`src/rtl/fft_out_buffer.sv`:
```
// Elastic output buffer behind the FFT sample memory: a circular RAM plus one output
// holding register, with last-bin tagging, upstream backpressure and sticky overflow.
module fft_out_buffer #(
  parameter int unsigned DEPTH     = 32,
  parameter int unsigned AW        = 5,
  parameter int unsigned FRAME_LEN = 16
) (
  input  logic          clk,
  input  logic          reset,
  input  logic          in_push,
  input  logic [31:0]   in_data,
  output logic          up_stall_F,
  output logic          out_push_F,
  output logic [15:0]   out_real_F,
  output logic [15:0]   out_imag_F,
  output logic          out_last_F,
  input  logic          out_stall,
  output logic          overflow_F,
  output logic [AW:0]   level_F
);

  localparam int unsigned BW        = $clog2(FRAME_LEN);
  localparam int unsigned RAM_WORDS = DEPTH - 1;
  localparam logic [AW:0]   FULL_LEVEL  = (AW+1)'(DEPTH);
  localparam logic [AW:0]   STALL_LEVEL = (AW+1)'(DEPTH - FRAME_LEN);
  localparam logic [AW-1:0] LAST_PTR    = AW'(RAM_WORDS - 1);
  localparam logic [BW-1:0] LAST_BIN    = BW'(FRAME_LEN - 1);

  logic [32:0]   ram [RAM_WORDS];
  logic [AW-1:0] wr_ptr, rd_ptr;
  logic [BW-1:0] bin;
  logic [AW:0]   ram_count, level_next;
  logic          xfer, full, accept, load, ram_empty, ram_read, ram_write;
  logic [32:0]   in_word, ram_word;

  always_comb begin
    xfer      = out_push_F & ~out_stall;
    full      = (level_F == FULL_LEVEL);
    accept    = in_push & (~full | xfer);
    load      = ~out_push_F | xfer;
    ram_count = level_F - {{AW{1'b0}}, out_push_F};
    ram_empty = (ram_count == '0);
    ram_read  = load & ~ram_empty;
    // An accepted word goes to RAM unless it bypasses straight into an empty output register.
    ram_write = accept & ~(load & ram_empty);
    in_word   = {bin == LAST_BIN, in_data};
    ram_word  = ram[rd_ptr];
    level_next = level_F;
    if (accept & ~xfer)
      level_next = level_F + (AW+1)'(1);
    else if (xfer & ~accept)
      level_next = level_F - (AW+1)'(1);
  end

  always_ff @(posedge clk or negedge reset) begin
    if (!reset) begin
      wr_ptr     <= '0;
      rd_ptr     <= '0;
      bin        <= '0;
      out_push_F <= 1'b0;
      out_real_F <= '0;
      out_imag_F <= '0;
      out_last_F <= 1'b0;
      overflow_F <= 1'b0;
      level_F    <= '0;
      up_stall_F <= 1'b0;
    end else begin
      if (ram_write)
        wr_ptr <= (wr_ptr == LAST_PTR) ? '0 : wr_ptr + AW'(1);
      if (ram_read)
        rd_ptr <= (rd_ptr == LAST_PTR) ? '0 : rd_ptr + AW'(1);
      if (accept)
        bin <= (bin == LAST_BIN) ? '0 : bin + BW'(1);
      if (load) begin
        if (ram_read) begin
          {out_last_F, out_real_F, out_imag_F} <= ram_word;
          out_push_F <= 1'b1;
        end else if (accept) begin
          {out_last_F, out_real_F, out_imag_F} <= in_word;
          out_push_F <= 1'b1;
        end else begin
          out_push_F <= 1'b0;
        end
      end
      if (in_push & ~accept)
        overflow_F <= 1'b1;
      level_F    <= level_next;
      up_stall_F <= (level_next > STALL_LEVEL);
    end
  end

  // Storage array carries no reset; validity is tracked by the pointers and level.
  always_ff @(posedge clk) begin
    if (ram_write)
      ram[wr_ptr] <= in_word;
  end

endmodule
```
`config.mk`:
```
export PLATFORM = sky130hd
export DESIGN_NAME = fft_out_buffer
export DESIGN_NICKNAME = d
export VERILOG_FILES = /design/src/rtl/fft_out_buffer.sv
export SDC_FILE = /design/constraint.sdc
export NUM_CORES = 1
export LEC_CHECK = 0
export CAP_MARGIN = 20
export CORE_MARGIN = 3
export CORE_UTILIZATION = 30
export CTS_CLUSTER_DIAMETER = 120
export DETAILED_ROUTE_END_ITERATION = 8
export PLACE_DENSITY = 0.42
export SYNTH_ARGS = -nofsm -noshare
export SYNTH_HDL_FRONTEND = slang
export SYNTH_SLANG_ARGS = --single-unit
```
`constraint.sdc`:
```
create_clock -name clk -period 9.7 [get_ports clk]
set_input_delay 1.455 -clock clk [delete_from_list [all_inputs] [get_ports clk]]
set_output_delay 1.455 -clock clk [all_outputs]
set_load 0.03 [all_outputs]
```
==> impl_metrics.toml, run 1 <==
[clocking]
cts.reportedPaths.clkPinSlew_ns = 0.06
tritoncts = "done"
cts_buffer_depth = 3
cts_repair_resize_count = 0
clock-root-buffer = "clkbuf_16"
hold_buffers = 0
cts.htree.levels = 3
tritoncts.num_buffers = 115
clkSinkCount = 1079
clock_insertion_delay_at_the_later_pin_of_the_skew_report_ns = 0.74
postCtsSetupRepairBufs = 0

[sta]
final_min_period_over_clock_period_pct = 45.63
timing.max_slew.rel_slack_pct = 15.40
finClkSkew_ns = 0.04400
grt_setup_unrepaired = "false"
fmax_mhz = 226.0
report.final.setup_viol = 0
report.final.hold_viol_count = 0
fin_setup_tns_ns = 0
tightestPinTransition_ns = 1.261
clock_period_minus_final_worst_setup_slack_ns = 4.426
slew_viol_final = 0
hold_slack_ns = 0.4817

[global_route]
antenna_found_initial = 9
groute.usage.overall_pct = 16.80
gr-total-overflow = 0
grt_pass1_vias = 21850
first_pass_grt_wire_length_um = 173500
maximum_number_of_pins_on_one_net_before_global_route_repair = 118

[yosys]
post_synthesis_instance_total = 2141
yosys.area.top_type = "edfxtp_1"
number_of_flops_mapped_to_enable_cells_by_yosys = 1023
syn-mean-instance-area_um2 = 19.58
synth.top_cells.by_area = "edfxtp_1 (73%), mux4_2 (9.0%), mux2i_1 (4.5%), dfrtp_1 (3.3%), nand2_1 (0.86%)"
synth-seq-cells = 1079
synth.distinct_cells = 51
synth.yosys.warnings = 0
yosysMostFrequentCell = "edfxtp_1"
yosys.area.top_type_share_pct = 73.30
netlist_area_um2 = 41910
ys.flop_type = "edfxtp_1"
mappedNetlistNets = 2188
sequential_share_of_the_synthesized_area_pct = 76.64
ys_async_sr_fraction_pct = 5.190
yosys-top-cells-count = "edfxtp_1 (1023), mux2i_1 (188), mux4_2 (168)"

[die]
die_area_um2 = 144200
design.core.area_um2 = 138200
die_w_um = 379.8
num_io_pins = 78
start_util_pct = 30.33
die_h_um = 379.8
std_cell_rows = 136

[placement]
finalWeightedCongestion = 0.7892
hpwl_um = 74600
port_buffers = 77
post_dp_cell_area_um2 = 45220

[critical_path]
worstPathArrival_ns = 4.84
kind_of_capture_point_of_the_worst_setup_path = "flop"
timing.setup.critical_path_class = "primary input to flop"
maximum_fanout_count_along_the_critical_path = 19
timing.critical_path.from_type = "primary input"
worst-endpoint-required_ns = 10.12

[finish]
finish.instance_area_um2 = 48740
number_of_nets_in_the_layout = 2310
drive_above_1_share_pct = 19.91
layout-area-overhead-vs-synth_pct = 16.30

[drt]
route.detailed.vias_per_inst = 5.015
detail_route.first_pass.iterations = 6
drt-wirelength-per-cell_um = 29.01
route.antenna.remaining_nets = 0
initialDrtViolationCount = 2103
sum_of_routed_wire_length_over_all_layers_um = 122600
dr_total_vias = 21200
post_route_drc = 0

[min_path]
min_path_type = "flop to flop"

[pwr]
p_leak_nw = 15.43
power_density_normalized_to_cell_area_nw_per_um2 = 285.4
max_rail_drop_vdd_mv = 0.1959
report.power.total_w = 0.01391

[flow_run]
cap_violations = 0

[run_status]
run_status = "finished, final reports clean"
==> metrics by stage <==
stage / cells / util [%] / setup WS, ns
after CTS: 4223 / 35.25 / 5.201
after floorplan: 2141 / - / 5.620
final: 4227 / 35.28 / 5.274
after detailed placement: 4008 / 32.73 / 4.554
after global routing: 4224 / 35.27 / 5.123
after global placement: 3985 / 32.39 / 4.337
==> flip-flops by register name, summed over array words and instances, names as in the netlist <==
name / flops
out_real_F: 16
bin: 4
ram: 1023
out_last_F: 1
out_imag_F: 16
level_F: 6
wr_ptr: 5
up_stall_F: 1
overflow_F: 1
out_push_F: 1
rd_ptr: 5
==> final timing paths <==
path	end	slack [ns]	startpoint	cells after the start
max	ram[5][2]$_DFFE_PP_	5.27	out_stall	8
max reg2reg	out_real_F[15]$_DFFE_PN0P_	5.53	rd_ptr[0]$_DFFE_PN0N_	7
min in group asynchronous	level_F[4]$_DFF_PN0_	0.94	reset	2
min reg2reg	overflow_F$_DFFE_PN0P_	0.48	overflow_F$_DFFE_PN0P_	1
max in group asynchronous	rd_ptr[2]$_DFFE_PN0N_	7.95	reset	2
min	overflow_F$_DFFE_PN0P_	0.48	overflow_F$_DFFE_PN0P_	1
==> where the power goes <==
part | leakage, nW | total, W | switching, W | internal [W]
sequential | 9.87 | 0.00569 | 0.000242 | 0.00545
clock | 1.72 | 0.00412 | 0.00181 | 0.00231
combinational | 3.84 | 0.00410 | 0.00258 | 0.00152
==> cells in the final DEF, fill, tap and decap left out, types with 33 or more instances in the layout <==
master and instances:
clkdlybuf4s50_1 46, nand3_1 42, o21ai_0 51, clkbuf_1 37, nand2_1 94, edfxtp_1 1023, nor2_1 38, clkbuf_16 116
buf_4 38, nor2_4 33, mux4_2 168, mux2i_1 188, o22ai_1 34, dfrtp_1 51, a31oi_1 33
==> area by class of cell <==
type	count	area [µm²]
inverter	8	30.03
sequential	1079	32140
fill	13000	89430
multi-input combinational	921	9334
antenna	3	7.507
tap	1863	2331
clock inverter	58	392.9
clock buffer	157	3097
timing repair buffer	138	1414
==> logic make-up (layout without fill, tap and decap cells) <==
group / count (synthesis) / in the layout / share of synthesized area, %
other cells: 0 / 3 / 0
xor+xnor: 6 / 6 / 0.1254
flops: 1079 / 1079 / 76.64
compound gates: 301 / 301 / 5.015
simple gates: 245 / 245 / 2.559
buf+inv: 141 / 361 / 1.758
mux: 358 / 358 / 13.57
fa+ha+maj: 11 / 11 / 0.3284
==> routing by layer <==
metal | up-vias | share of wire, % | track usage, % | routed length (µm)
li1 | 9055 | - | - | -
met1 | 11420 | 48 | 24.91 | 58300
met2 | 574 | 46 | 25.98 | 55960
met3 | 152 | 4.5 | 2.395 | 5465
met4 | 0 | 2.4 | 4.203 | 2895
met5 | - | 0 | 0 | 0
==> worst max-delay path: stages <==
cell	delay (ns)
clkdlybuf4s50_1	0.65
inv_1	0.12
and4_1	0.22
o22ai_1	0.20
and2_1	0.44
nand2_1	0.62
nor2_4	0.86
buf_16	0.24
No activity file was read; power rests on OpenSTA's default activity.
==> inputs of run 2 (changes only) <==
Settings changed: PLACE_DENSITY 0.42 to 0.44.
Clock period 9.7 ns to 3.55 ns, I/O delays scaled along.
==> run 2 against run 1 <==
Net effect: via count rose by 0.59%; non-clock buffer count up 78; wire length down 5.9%; critical path depth up 1; hold slack worse by 0.095 ns; die area stayed put; setup slack worse by 4.9 ns; critical endpoint is now ram[28][29]$_DFFE_PP_.
==> impl_metrics.toml, run 2 (synthesis gave the netlist of run 1 again) <==
[drt]
initialDrtViolationCount = 1851
route.detailed.vias_per_inst = 4.957
drt-wirelength-per-cell_um = 26.81
sum_of_routed_wire_length_over_all_layers_um = 115300
post_route_drc = 0
dr_total_vias = 21330
route.antenna.remaining_nets = 0
detail_route.first_pass.iterations = 5

[run_status]
run_status = "finished, final reports clean"

[critical_path]
reg2regPathDepth = 9
timing.critical_path.from_type = "flop"
maximum_fanout_count_along_the_critical_path = 23
timing.setup.critical_path_class = "flop to flop"
kind_of_capture_point_of_the_worst_setup_path = "flop"
worst-endpoint-required_ns = 3.90
worstPathArrival_ns = 3.54
crit-reg2reg-capture = "ram[28][29]$_DFFE_PP_"
regToRegSetupSlack_ns = 0.36
r2r_start = "out_push_F$_DFFE_PN0P_"

[pwr]
power_density_normalized_to_cell_area_nw_per_um2 = 782.4
max_rail_drop_vdd_mv = 0.4868
p_leak_nw = 15.99
report.power.total_w = 0.03906

[clocking]
cts.reportedPaths.clkPinSlew_ns = 0.06
clkSinkCount = 1079
tritoncts.num_buffers = 114
tritoncts = "done"
postCtsSetupRepairBufs = 0
hold_buffers = 1
cts_repair_resize_count = 0
clock-root-buffer = "clkbuf_16"
cts.htree.levels = 3
clock_insertion_delay_at_the_later_pin_of_the_skew_report_ns = 0.73
cts_buffer_depth = 3

[finish]
layout-area-overhead-vs-synth_pct = 19.13
number_of_nets_in_the_layout = 2387
layout_top_registers = "ram x1023, out_imag_F x16, out_real_F x16"
antenna_cells_inserted = 0
max_flop_register = "ram"
largest_register_ffs = 1023
layout.cells.most_common = "edfxtp_1"
drive_above_1_share_pct = 21.73
layout.cells.non_filler = 4302
filler_cell_count = 12910
layout.cells.most_common_list = "edfxtp_1 (1023), mux2i_1 (188), mux4_2 (168)"

[sta]
finClkSkew_ns = 0.05659
final_min_period_over_clock_period_pct = 89.95
report.final.setup_viol = 0
timing.max_slew.rel_slack_pct = 30.14
fmax_mhz = 313.2
slew_viol_final = 0
tightestPinTransition_ns = 1.037
grt_setup_unrepaired = "false"
clock_period_minus_final_worst_setup_slack_ns = 3.193
postLayoutSetupSlackWorst_ns = 0.3569
fin_setup_tns_ns = 0
report.final.hold_viol_count = 0

[global_route]
first_pass_grt_wire_length_um = 164700
gr-total-overflow = 0
grt_pass1_vias = 21880
maximum_number_of_pins_on_one_net_before_global_route_repair = 66
groute.usage.overall_pct = 15.80
antenna_found_initial = 2

[die]
design.core.area_um2 = 138200
std_cell_rows = 136
die_area_um2 = 144200
start_util_pct = 30.33
die_h_um = 379.8
num_io_pins = 78
die_w_um = 379.8

[placement]
pre_cts_ws_ns = 0.3213
port_buffers = 77
hpwl_um = 72120
finalWeightedCongestion = 0.7611
number_of_cells_in_the_design_after_placement = 4086

[flow_run]
cap_violations = 0

[min_path]
min_path_type = "primary input to async pin"
-- run 2: power breakdown --
group	switching (W)	total [W]	leakage, nW	internal [W]
clock network	0.00499	0.0121	1.84	0.00708
registers	0.000794	0.0157	9.87	0.0149
logic	0.00675	0.0113	4.28	0.00457
total	0.0125	0.0391	16.0	0.0265
-- run 2: final cells by class --
cell class | instances | area [µm²] | area share, %
Sequential cell | 1079 | 32140 | 64.37
Clock inverter | 61 | 728.2 | 1.459
Multi-Input combinational cell | 921 | 9334 | 18.70
Inverter | 8 | 30.03 | 0.06015
Tap cell | 1863 | 2331 | 4.669
Clock buffer | 154 | 3064 | 6.137
Timing Repair Buffer | 216 | 2302 | 4.611
-- run 2: worst max-delay path, cell delays in order (launching register included) --
cell and delay [ns]:
dfrtp_1 0.51, ha_1 0.27, xnor2_1 0.13, and3_1 0.27
o22ai_1 0.36, and2_1 0.35, nand2_1 0.18, buf_4 0.25
nor2_4 0.13, buf_4 0.34
-- run 2: metal layers --
| layer | track usage (%) | part of all wire [%] | up-vias |
|---|---|---|---|
| met2 | 24.39 | 46 | 605 |
| met4 | 3.062 | 1.5 | 0 |
| met1 | 22.94 | 47 | 11380 |
| met5 | 0 | 0 | - |
| li1 | - | - | 9217 |
| met3 | 3.604 | 6.2 | 120 |
-- run 2: stage by stage --
| step | hold WS, ns | area (µm²) | util (%) |
|---|---|---|---|
| 2_1_floorplan | 0.2369 | 41910 | - |
| 3_3_place_gp | 0.4617 | 46100 | 33.36 |
| 3_5_place_dp | 0.4637 | 46120 | 33.38 |
| 4_1_cts | 0.3459 | 49930 | 36.13 |
| 5_1_grt | 0.3841 | 49930 | 36.13 |
| 6_report | 0.3867 | 49930 | 36.13 |
-- run 2: how the worst max path moves through the flow --
stage,start,endpoint,slack [ns],cells past startpoint
detailed placement,out_stall,ram[28][2]$_DFFE_PP_,0.32,9
floorplan,level_F[0]$_DFF_PN0_,ram[15][0]$_DFFE_PP_,-0.23,10
finish,out_push_F$_DFFE_PN0P_,ram[28][29]$_DFFE_PP_,0.36,9
global route,out_push_F$_DFFE_PN0P_,ram[28][30]$_DFFE_PP_,0.17,9
CTS,out_push_F$_DFFE_PN0P_,ram[28][13]$_DFFE_PP_,0.35,9
global placement,out_stall,ram[28][2]$_DFFE_PP_,0.26,9
